**config.mk**
```make
export PLATFORM = sky130hd
export DESIGN_NAME = mii_tx_framer_flat
export DESIGN_NICKNAME = d
export VERILOG_FILES = /design/src/rtl/mii_tx_framer_if.sv /design/src/rtl/mii_tx_framer.sv /design/src/flat_wrapper.sv
export SDC_FILE = /design/constraint.sdc
export NUM_CORES = 1
export LEC_CHECK = 0
export BUFFER_PORTS_ARGS = -buffer_cell sky130_fd_sc_hd__buf_4
export CAP_MARGIN = 20
export CORE_ASPECT_RATIO = 1.25
export CORE_MARGIN = 2
export CORE_UTILIZATION = 45
export CTS_CLUSTER_SIZE = 20
export DETAILED_ROUTE_END_ITERATION = 8
export MAX_ROUTING_LAYER = met4
export PLACE_DENSITY = 0.59
export SLEW_MARGIN = 20
export SYNTH_ARGS = -nofsm -noshare
export SYNTH_HDL_FRONTEND = slang
export SYNTH_SLANG_ARGS = --single-unit
```
**constraint.sdc**
```tcl
create_clock -name clk -period 4.06 [get_ports clk]
set_input_delay 0.812 -clock clk [delete_from_list [all_inputs] [get_ports clk]]
set_output_delay 0.812 -clock clk [all_outputs]
set_load 0.02 [all_outputs]
```
**src/rtl/mii_tx_framer_if.sv**
```systemverilog
`default_nettype none
// ============================================================================
// mii_tx_framer_if : byte-stream handshake between the MAC TX FIFO and framer
// Revision 1.0
// ============================================================================
interface mii_tx_framer_if;
    logic [7:0] tx_data;
    logic       tx_valid;
    logic       tx_last;
    logic       tx_ready;

    modport master (output tx_data, output tx_valid, output tx_last, input tx_ready);
    modport slave  (input tx_data, input tx_valid, input tx_last, output tx_ready);
endinterface
`default_nettype wire

```
**src/rtl/mii_tx_framer.sv**
```systemverilog
`default_nettype none
// ============================================================================
// mii_tx_framer : MII nibble framer - preamble, SFD, data, [pad], FCS, IFG.
// Optional zero padding of short frames: define MII_TX_PAD_EN.
// Revision 1.0
// ============================================================================
module mii_tx_framer #(
    parameter int PREAMBLE_NIBBLES = 15,
    parameter int MIN_FRAME_BYTES  = 60,
    parameter int IFG_NIBBLES      = 24
) (
    input  wire            clk,
    input  wire            reset_n,
    mii_tx_framer_if.slave tx,
    output logic [3:0]     mii_txd,
    output logic           mii_txen,
    output logic           busy,
    output logic           frame_done,
    output logic           underrun
);

    localparam int CNT_MAX = (PREAMBLE_NIBBLES > IFG_NIBBLES)
                           ? ((PREAMBLE_NIBBLES > 8) ? PREAMBLE_NIBBLES : 8)
                           : ((IFG_NIBBLES > 8) ? IFG_NIBBLES : 8);
    localparam int CNT_W = $clog2(CNT_MAX + 1);
    localparam logic [10:0] MIN_BYTES = 11'(MIN_FRAME_BYTES);
`ifdef MII_TX_PAD_EN
    localparam bit PAD_EN = 1'b1;
`else
    localparam bit PAD_EN = 1'b0;
`endif

    typedef enum logic [2:0] {
        ST_IDLE     = 3'd0,
        ST_PREAMBLE = 3'd1,
        ST_SFD      = 3'd2,
        ST_DATA_LO  = 3'd3,
        ST_DATA_HI  = 3'd4,
`ifdef MII_TX_PAD_EN
        ST_PAD      = 3'd5,
`endif
        ST_FCS      = 3'd6,
        ST_IFG      = 3'd7
    } state_t;

    state_t           state_q,    state_d;
    logic [CNT_W-1:0] cnt_q,      cnt_d;
    logic [31:0]      crc_q,      crc_d;
    logic [7:0]       byte_q,     byte_d;
    logic             last_q,     last_d;
    logic [10:0]      bytes_q,    bytes_d;
    logic [3:0]       mii_txd_q,  mii_txd_d;
    logic             mii_txen_q, mii_txen_d;
    logic             tx_ready_q, tx_ready_d;
    logic             busy_q,     busy_d;
    logic             done_q,     done_d;
    logic             under_q,    under_d;
`ifdef MII_TX_PAD_EN
    logic             pad_hi_q,   pad_hi_d;
`endif

    logic [10:0] bytes_inc;
    logic [3:0]  fcs_nibble;
    logic        pad_needed;

    // Non-reflected CRC-32; nibble bits enter in wire order (bit 0 first).
    function automatic logic [31:0] crc_nibble(input logic [31:0] c, input logic [3:0] d);
        logic [31:0] r;
        r = c;
        for (int i = 0; i < 4; i++) begin
            if (r[31] ^ d[i]) r = (r << 1) ^ 32'h04C1_1DB7;
            else              r = r << 1;
        end
        return r;
    endfunction

    assign bytes_inc  = (bytes_q == 11'h7FF) ? bytes_q : bytes_q + 11'd1;
    assign fcs_nibble = ~{crc_q[28], crc_q[29], crc_q[30], crc_q[31]};
    assign pad_needed = PAD_EN && (bytes_q < MIN_BYTES);

    always_comb begin
        state_d    = state_q;
        cnt_d      = cnt_q;
        crc_d      = crc_q;
        byte_d     = byte_q;
        last_d     = last_q;
        bytes_d    = bytes_q;
        mii_txd_d  = mii_txd_q;
        mii_txen_d = mii_txen_q;
        tx_ready_d = 1'b0;
        done_d     = 1'b0;
        under_d    = 1'b0;
`ifdef MII_TX_PAD_EN
        pad_hi_d   = pad_hi_q;
`endif
        unique case (state_q)
            ST_IDLE: begin
                mii_txen_d = 1'b0;
                mii_txd_d  = 4'h0;
                if (tx.tx_valid) begin
                    state_d    = ST_PREAMBLE;
                    mii_txen_d = 1'b1;
                    mii_txd_d  = 4'h5;
                    cnt_d      = '0;
                    bytes_d    = '0;
                end
            end
            ST_PREAMBLE: begin
                if (cnt_q == CNT_W'(PREAMBLE_NIBBLES - 1)) begin
                    state_d    = ST_SFD;
                    mii_txd_d  = 4'hD;
                    crc_d      = 32'hFFFF_FFFF;
                    tx_ready_d = 1'b1;
                end else begin
                    cnt_d     = cnt_q + 1'b1;
                    mii_txd_d = 4'h5;
                end
            end
            ST_SFD, ST_DATA_HI: begin
                if (tx_ready_q) begin
                    if (tx.tx_valid) begin
                        state_d   = ST_DATA_LO;
                        byte_d    = tx.tx_data;
                        last_d    = tx.tx_last;
                        bytes_d   = bytes_inc;
                        mii_txd_d = tx.tx_data[3:0];
                        crc_d     = crc_nibble(crc_q, tx.tx_data[3:0]);
                    end else begin
                        // Starved mid-frame: drop txen, skip the FCS so the PHY sends a runt.
                        state_d    = ST_IFG;
                        mii_txen_d = 1'b0;
                        mii_txd_d  = 4'h0;
                        under_d    = 1'b1;
                        cnt_d      = '0;
                    end
                end else begin
                    if (pad_needed) begin
`ifdef MII_TX_PAD_EN
                        state_d   = ST_PAD;
                        pad_hi_d  = 1'b0;
                        mii_txd_d = 4'h0;
                        crc_d     = crc_nibble(crc_q, 4'h0);
`endif
                    end else begin
                        state_d   = ST_FCS;
                        mii_txd_d = fcs_nibble;
                        crc_d     = crc_q << 4;
                        cnt_d     = '0;
                    end
                end
            end
            ST_DATA_LO: begin
                state_d    = ST_DATA_HI;
                mii_txd_d  = byte_q[7:4];
                crc_d      = crc_nibble(crc_q, byte_q[7:4]);
                tx_ready_d = ~last_q;
            end
`ifdef MII_TX_PAD_EN
            ST_PAD: begin
                if (!pad_hi_q) begin
                    pad_hi_d  = 1'b1;
                    mii_txd_d = 4'h0;
                    crc_d     = crc_nibble(crc_q, 4'h0);
                end else begin
                    bytes_d = bytes_inc;
                    if (bytes_inc >= MIN_BYTES) begin
                        state_d   = ST_FCS;
                        mii_txd_d = fcs_nibble;
                        crc_d     = crc_q << 4;
                        cnt_d     = '0;
                    end else begin
                        pad_hi_d  = 1'b0;
                        mii_txd_d = 4'h0;
                        crc_d     = crc_nibble(crc_q, 4'h0);
                    end
                end
            end
`endif
            ST_FCS: begin
                if (cnt_q == CNT_W'(7)) begin
                    state_d    = ST_IFG;
                    mii_txen_d = 1'b0;
                    mii_txd_d  = 4'h0;
                    done_d     = 1'b1;
                    cnt_d      = '0;
                end else begin
                    cnt_d     = cnt_q + 1'b1;
                    mii_txd_d = fcs_nibble;
                    crc_d     = crc_q << 4;
                end
            end
            ST_IFG: begin
                mii_txen_d = 1'b0;
                mii_txd_d  = 4'h0;
                if (cnt_q == CNT_W'(IFG_NIBBLES - 1)) begin
                    // A queued frame starts right away so the gap is exactly IFG_NIBBLES.
                    if (tx.tx_valid) begin
                        state_d    = ST_PREAMBLE;
                        mii_txen_d = 1'b1;
                        mii_txd_d  = 4'h5;
                        cnt_d      = '0;
                        bytes_d    = '0;
                    end else begin
                        state_d = ST_IDLE;
                    end
                end else begin
                    cnt_d = cnt_q + 1'b1;
                end
            end
            default: begin
                state_d    = ST_IDLE;
                mii_txen_d = 1'b0;
                mii_txd_d  = 4'h0;
            end
        endcase
        busy_d = (state_d != ST_IDLE);
    end

    always_ff @(posedge clk or negedge reset_n) begin
        if (!reset_n) begin
            state_q    <= ST_IDLE;
            cnt_q      <= '0;
            crc_q      <= 32'hFFFF_FFFF;
            byte_q     <= 8'h00;
            last_q     <= 1'b0;
            bytes_q    <= '0;
            mii_txd_q  <= 4'h0;
            mii_txen_q <= 1'b0;
            tx_ready_q <= 1'b0;
            busy_q     <= 1'b0;
            done_q     <= 1'b0;
            under_q    <= 1'b0;
`ifdef MII_TX_PAD_EN
            pad_hi_q   <= 1'b0;
`endif
        end else begin
            state_q    <= state_d;
            cnt_q      <= cnt_d;
            crc_q      <= crc_d;
            byte_q     <= byte_d;
            last_q     <= last_d;
            bytes_q    <= bytes_d;
            mii_txd_q  <= mii_txd_d;
            mii_txen_q <= mii_txen_d;
            tx_ready_q <= tx_ready_d;
            busy_q     <= busy_d;
            done_q     <= done_d;
            under_q    <= under_d;
`ifdef MII_TX_PAD_EN
            pad_hi_q   <= pad_hi_d;
`endif
        end
    end

    assign mii_txd     = mii_txd_q;
    assign mii_txen    = mii_txen_q;
    assign busy        = busy_q;
    assign frame_done  = done_q;
    assign underrun    = under_q;
    assign tx.tx_ready = tx_ready_q;

endmodule
`default_nettype wire

```
**src/flat_wrapper.sv**
```systemverilog
// flat-port wrapper written by rule: the top's interface ports become plain ports
module mii_tx_framer_flat 
#(
    parameter int PREAMBLE_NIBBLES = 15,
    parameter int MIN_FRAME_BYTES  = 60,
    parameter int IFG_NIBBLES      = 24
)
  (clk, reset_n, mii_txd, mii_txen, busy, frame_done, underrun, tx_tx_data, tx_tx_valid, tx_tx_last, tx_tx_ready);
  mii_tx_framer_if tx_i ();
  input  wire clk;
  input  wire reset_n;
  output logic [3:0] mii_txd;
  output logic mii_txen;
  output logic busy;
  output logic frame_done;
  output logic underrun;
  input wire logic [$bits(tx_i.tx_data)-1:0] tx_tx_data;
  input wire logic [$bits(tx_i.tx_valid)-1:0] tx_tx_valid;
  input wire logic [$bits(tx_i.tx_last)-1:0] tx_tx_last;
  output wire logic [$bits(tx_i.tx_ready)-1:0] tx_tx_ready;
  assign tx_i.tx_data = tx_tx_data;
  assign tx_i.tx_valid = tx_tx_valid;
  assign tx_i.tx_last = tx_tx_last;
  assign tx_tx_ready = tx_i.tx_ready;
  mii_tx_framer #(.PREAMBLE_NIBBLES(PREAMBLE_NIBBLES), .MIN_FRAME_BYTES(MIN_FRAME_BYTES), .IFG_NIBBLES(IFG_NIBBLES)) u_core (.clk(clk), .reset_n(reset_n), .tx(tx_i), .mii_txd(mii_txd), .mii_txen(mii_txen), .busy(busy), .frame_done(frame_done), .underrun(underrun));
endmodule
```
==> run_summary.xml <==
<?xml version="1.0" encoding="UTF-8"?>
<metrics>
  <group name="status">
    <metric name="status" unit="">complete, no violations</metric>
  </group>
  <group name="critical_path">
    <metric name="cp.arrival" unit="ps">3400</metric>
    <metric name="crit_required" unit="ps">4330</metric>
    <metric name="critical_path.startpoint_type" unit="">register</metric>
    <metric name="timing.critical_path.to_type" unit="">register</metric>
    <metric name="critPathKind" unit="">reg -&gt; reg</metric>
    <metric name="critical_path.max_fanout" unit="">23</metric>
  </group>
  <group name="timing">
    <metric name="fin_skew" unit="ps">7.06</metric>
    <metric name="grt_setup_unrepaired" unit="">no</metric>
    <metric name="slew_violations" unit="">0</metric>
    <metric name="post-route-period-util" unit="%">77.2</metric>
    <metric name="finalSetupViolCount" unit="">0</metric>
    <metric name="hold_viol_final" unit="">0</metric>
    <metric name="final.setup.tns" unit="ps">0</metric>
    <metric name="maxSlewHeadroom" unit="%">25.0</metric>
    <metric name="fmax" unit="MHz">319</metric>
    <metric name="post-route-worst-setup-slack" unit="ps">926</metric>
    <metric name="min_period" unit="ps">3130</metric>
    <metric name="tightestPinTransition" unit="ps">1120</metric>
  </group>
  <group name="clocking">
    <metric name="cts.repair_timing.setup_buffer_count" unit="">0</metric>
    <metric name="clock_tree.root_cell" unit="">sky130_fd_sc_hd__clkbuf_8</metric>
    <metric name="clkTransAtPathRegs" unit="ps">110</metric>
    <metric name="cts_hold_buf" unit="">0</metric>
    <metric name="cts_made_buffers" unit="">5</metric>
    <metric name="ctsHtreeMaxLevel" unit="">2</metric>
    <metric name="clock_insertion_delay_worst_skew" unit="ps">330</metric>
    <metric name="clock-sinks" unit="">54</metric>
    <metric name="ctsLongestPathBuffers" unit="">2</metric>
    <metric name="cts_resized" unit="">0</metric>
    <metric name="cts_tree" unit="">done</metric>
  </group>
  <group name="synthesis">
    <metric name="dominantRegCellSynth" unit="">sky130_fd_sc_hd__dfstp_2</metric>
    <metric name="post_synth.cell_area_avg" unit="um2">9.12</metric>
    <metric name="syn-cell-area" unit="um2">3930</metric>
    <metric name="synthArstFlopShare" unit="%">100</metric>
    <metric name="synth_area_leader_cell" unit="">sky130_fd_sc_hd__dfstp_2</metric>
    <metric name="synth_edf_count" unit="">0</metric>
    <metric name="synth.top_cells.by_count" unit="">sky130_fd_sc_hd__nand2_1 (40), sky130_fd_sc_hd__a21oi_1 (35), sky130_fd_sc_hd__dfstp_2 (32)</metric>
    <metric name="synth_top_area_share" unit="%">21.4</metric>
    <metric name="ys_seq_elements" unit="">54</metric>
    <metric name="ys_warn_count" unit="">0</metric>
    <metric name="synth-seq-area-share" unit="%">35.4</metric>
    <metric name="synth.top_cells.by_area" unit="">sky130_fd_sc_hd__dfstp_2 (21%), sky130_fd_sc_hd__dfrtp_1 (14%), sky130_fd_sc_hd__a21oi_1 (4.5%)</metric>
    <metric name="postSynthCellCount" unit="">431</metric>
    <metric name="mappedNetlistNets" unit="">445</metric>
    <metric name="post_synth_num_cell_types" unit="">68</metric>
    <metric name="yosysMostFrequentCell" unit="">sky130_fd_sc_hd__nand2_1</metric>
  </group>
  <group name="drt">
    <metric name="via_count" unit="">3386</metric>
    <metric name="initialDrtViolationCount" unit="">228</metric>
    <metric name="postRouteAntennaNets" unit="">0</metric>
    <metric name="drt-total-wl" unit="um">10800</metric>
    <metric name="drt_first_pass_iters" unit="">5</metric>
    <metric name="wl_per_cell" unit="um">19.7</metric>
    <metric name="route.detailed.drc" unit="">0</metric>
    <metric name="detail_routed_via_count_per_cell" unit="">6.18</metric>
  </group>
  <group name="power_and_ir_drop">
    <metric name="power_density" unit="nW/um2">729</metric>
    <metric name="vdd_ir_drop_max" unit="uV">341</metric>
    <metric name="post-layout-total-power" unit="mW">3.06</metric>
    <metric name="cellLeakagePower" unit="nW">1.56</metric>
  </group>
  <group name="die">
    <metric name="die_x" unit="um">87.6</metric>
    <metric name="fp.dieArea" unit="um2">9500</metric>
    <metric name="boundaryPins" unit="">21</metric>
    <metric name="die_height" unit="um">108</metric>
    <metric name="std_cell_rows" unit="">38</metric>
    <metric name="placeableCoreArea" unit="um2">8610</metric>
    <metric name="starting_density_of_the_core" unit="%">45.7</metric>
  </group>
  <group name="finish">
    <metric name="fillers" unit="">826</metric>
    <metric name="antenna-diode-count" unit="">0</metric>
    <metric name="area_growth_syn_to_layout" unit="%">6.94</metric>
    <metric name="layout-drive-gt1-share" unit="%">18.9</metric>
    <metric name="stdcell_count" unit="">548</metric>
    <metric name="design.final.nets" unit="">441</metric>
  </group>
  <group name="global_routing">
    <metric name="grt.overflow.total" unit="">0</metric>
    <metric name="largest_net_degree_at_the_start_of_global_routing" unit="">55</metric>
    <metric name="grt_pass1_vias" unit="">3127</metric>
    <metric name="grt_first_pass_wirelength" unit="um">17300</metric>
    <metric name="initial_antenna_violation_count" unit="">0</metric>
    <metric name="grtUsageTotal" unit="%">24.5</metric>
  </group>
  <group name="placement">
    <metric name="dpl.cell_count" unit="">540</metric>
    <metric name="numPortBuffers" unit="">20</metric>
    <metric name="hpwl_after_detailed_placement" unit="um">7800</metric>
    <metric name="preCtsSetupSlack" unit="ps">1010</metric>
    <metric name="routabilityCongestion" unit="">0.940</metric>
  </group>
  <group name="flow_run">
    <metric name="max_cap_viol_count" unit="">0</metric>
  </group>
  <group name="hold_path">
    <metric name="min-delay-path-class" unit="">reg -&gt; reg</metric>
  </group>
</metrics>
-- state kept, by name, summed over array words and instances, names as in the netlist --
name and flops:
u_core.busy 1, u_core.byte_q 4, u_core.cnt_q 5, u_core.crc_q 32
u_core.frame_done 1, u_core.last_q 1, u_core.mii_txd 4, u_core.mii_txen 1
u_core.state_q 3, u_core.tx.tx_ready 1, u_core.underrun 1
-- final cells by class --
| cell class | instances | area [um2] | area share (%) |
|---|---|---|---|
| clock inverters | 3 | 23.8 | 0.566 |
| flip-flops and latches | 54 | 1390 | 33.1 |
| repair buffers | 24 | 180 | 4.29 |
| multi-input cells | 337 | 2370 | 56.4 |
| clock buffers | 5 | 68.8 | 1.64 |
| inverters | 5 | 18.8 | 0.447 |
| well taps | 120 | 150 | 3.57 |
-- path summary, 6_finish.rpt --
check,end,slack (ps),cells past startpoint,startpoint
setup / recovery,u_core.crc_q[25]$_DFFE_PN1P_,930,6,u_core.state_q[1]$_DFF_PN0_
hold / removal,u_core.last_q$_DFFE_PN0P_,480,2,u_core.last_q$_DFFE_PN0P_
setup reg to reg,u_core.crc_q[25]$_DFFE_PN1P_,930,6,u_core.state_q[1]$_DFF_PN0_
hold reg to reg,u_core.last_q$_DFFE_PN0P_,480,2,u_core.last_q$_DFFE_PN0P_
max in group asynchronous,u_core.state_q[1]$_DFF_PN0_,3110,1,reset_n
min in group asynchronous,u_core.underrun$_DFF_PN0_,510,1,reset_n
-- worst max-delay path, cell delays in order (launching register included) --
cell and delay [ps]:
sky130_fd_sc_hd__dfrtp_1 650, sky130_fd_sc_hd__xnor2_1 810, sky130_fd_sc_hd__nor3_1 220, sky130_fd_sc_hd__a21oi_2 870
sky130_fd_sc_hd__buf_4 330, sky130_fd_sc_hd__nor2_1 60, sky130_fd_sc_hd__a21oi_1 120
-- cell families (layout without fill, tap and decap cells) --
family | Yosys count | in the layout | synth area share (%)
compound gates | 150 | 150 | 27.3
simple gates | 134 | 134 | 17.7
flops | 54 | 54 | 35.4
buf+inv | 40 | 37 | 4.30
xor+xnor | 37 | 37 | 11.1
mux | 14 | 14 | 3.60
fa+ha+maj | 2 | 2 | 0.637
-- metal layers --
metal / routed length, um / global-route usage (%) / vias to the layer above
li1: - / - / 1597
met3: 590 / 3.44 / 31
met2: 5240 / 37.4 / 135
met4: 440 / 10.0 / 0
met5: 0 / - / -
met1: 4550 / 32.6 / 1623
-- placed cells by master, fill, tap and decap left out, types with 7 or more instances in the layout --
cell type,instances
sky130_fd_sc_hd__xor2_1,8
sky130_fd_sc_hd__a21oi_1,35
sky130_fd_sc_hd__mux2i_1,13
sky130_fd_sc_hd__nand2_1,40
sky130_fd_sc_hd__xnor2_1,18
sky130_fd_sc_hd__a21o_1,8
sky130_fd_sc_hd__o22ai_1,8
sky130_fd_sc_hd__nor3_1,9
sky130_fd_sc_hd__o22a_1,14
sky130_fd_sc_hd__dfstp_2,32
sky130_fd_sc_hd__buf_4,24
sky130_fd_sc_hd__dfrtp_1,22
sky130_fd_sc_hd__nand3_1,12
sky130_fd_sc_hd__o21ai_0,14
sky130_fd_sc_hd__o32ai_1,9
sky130_fd_sc_hd__nand2b_1,15
sky130_fd_sc_hd__nor3b_1,7
sky130_fd_sc_hd__nor2_1,23
-- where the power goes --
| part | leakage [nW] | total, mW | switching (mW) | internal [mW] |
|---|---|---|---|---|
| logic | 0.898 | 1.53 | 0.822 | 0.709 |
| registers | 0.613 | 1.20 | 0.325 | 0.877 |
| clock network | 0.0491 | 0.329 | 0.203 | 0.126 |
-- per-stage QoR --
| stage | utilization, % | hold slack, ps | instance area, um2 |
|---|---|---|---|
| global route | 48.8 | 537 | 4200 |
| floorplan | - | 442 | 3930 |
| detailed placement | 47.8 | 460 | 4110 |
| global placement | 47.8 | 454 | 4110 |
| finish | 48.8 | 478 | 4200 |
| CTS | 48.8 | 486 | 4200 |
(Power assumes the default switching activity.)
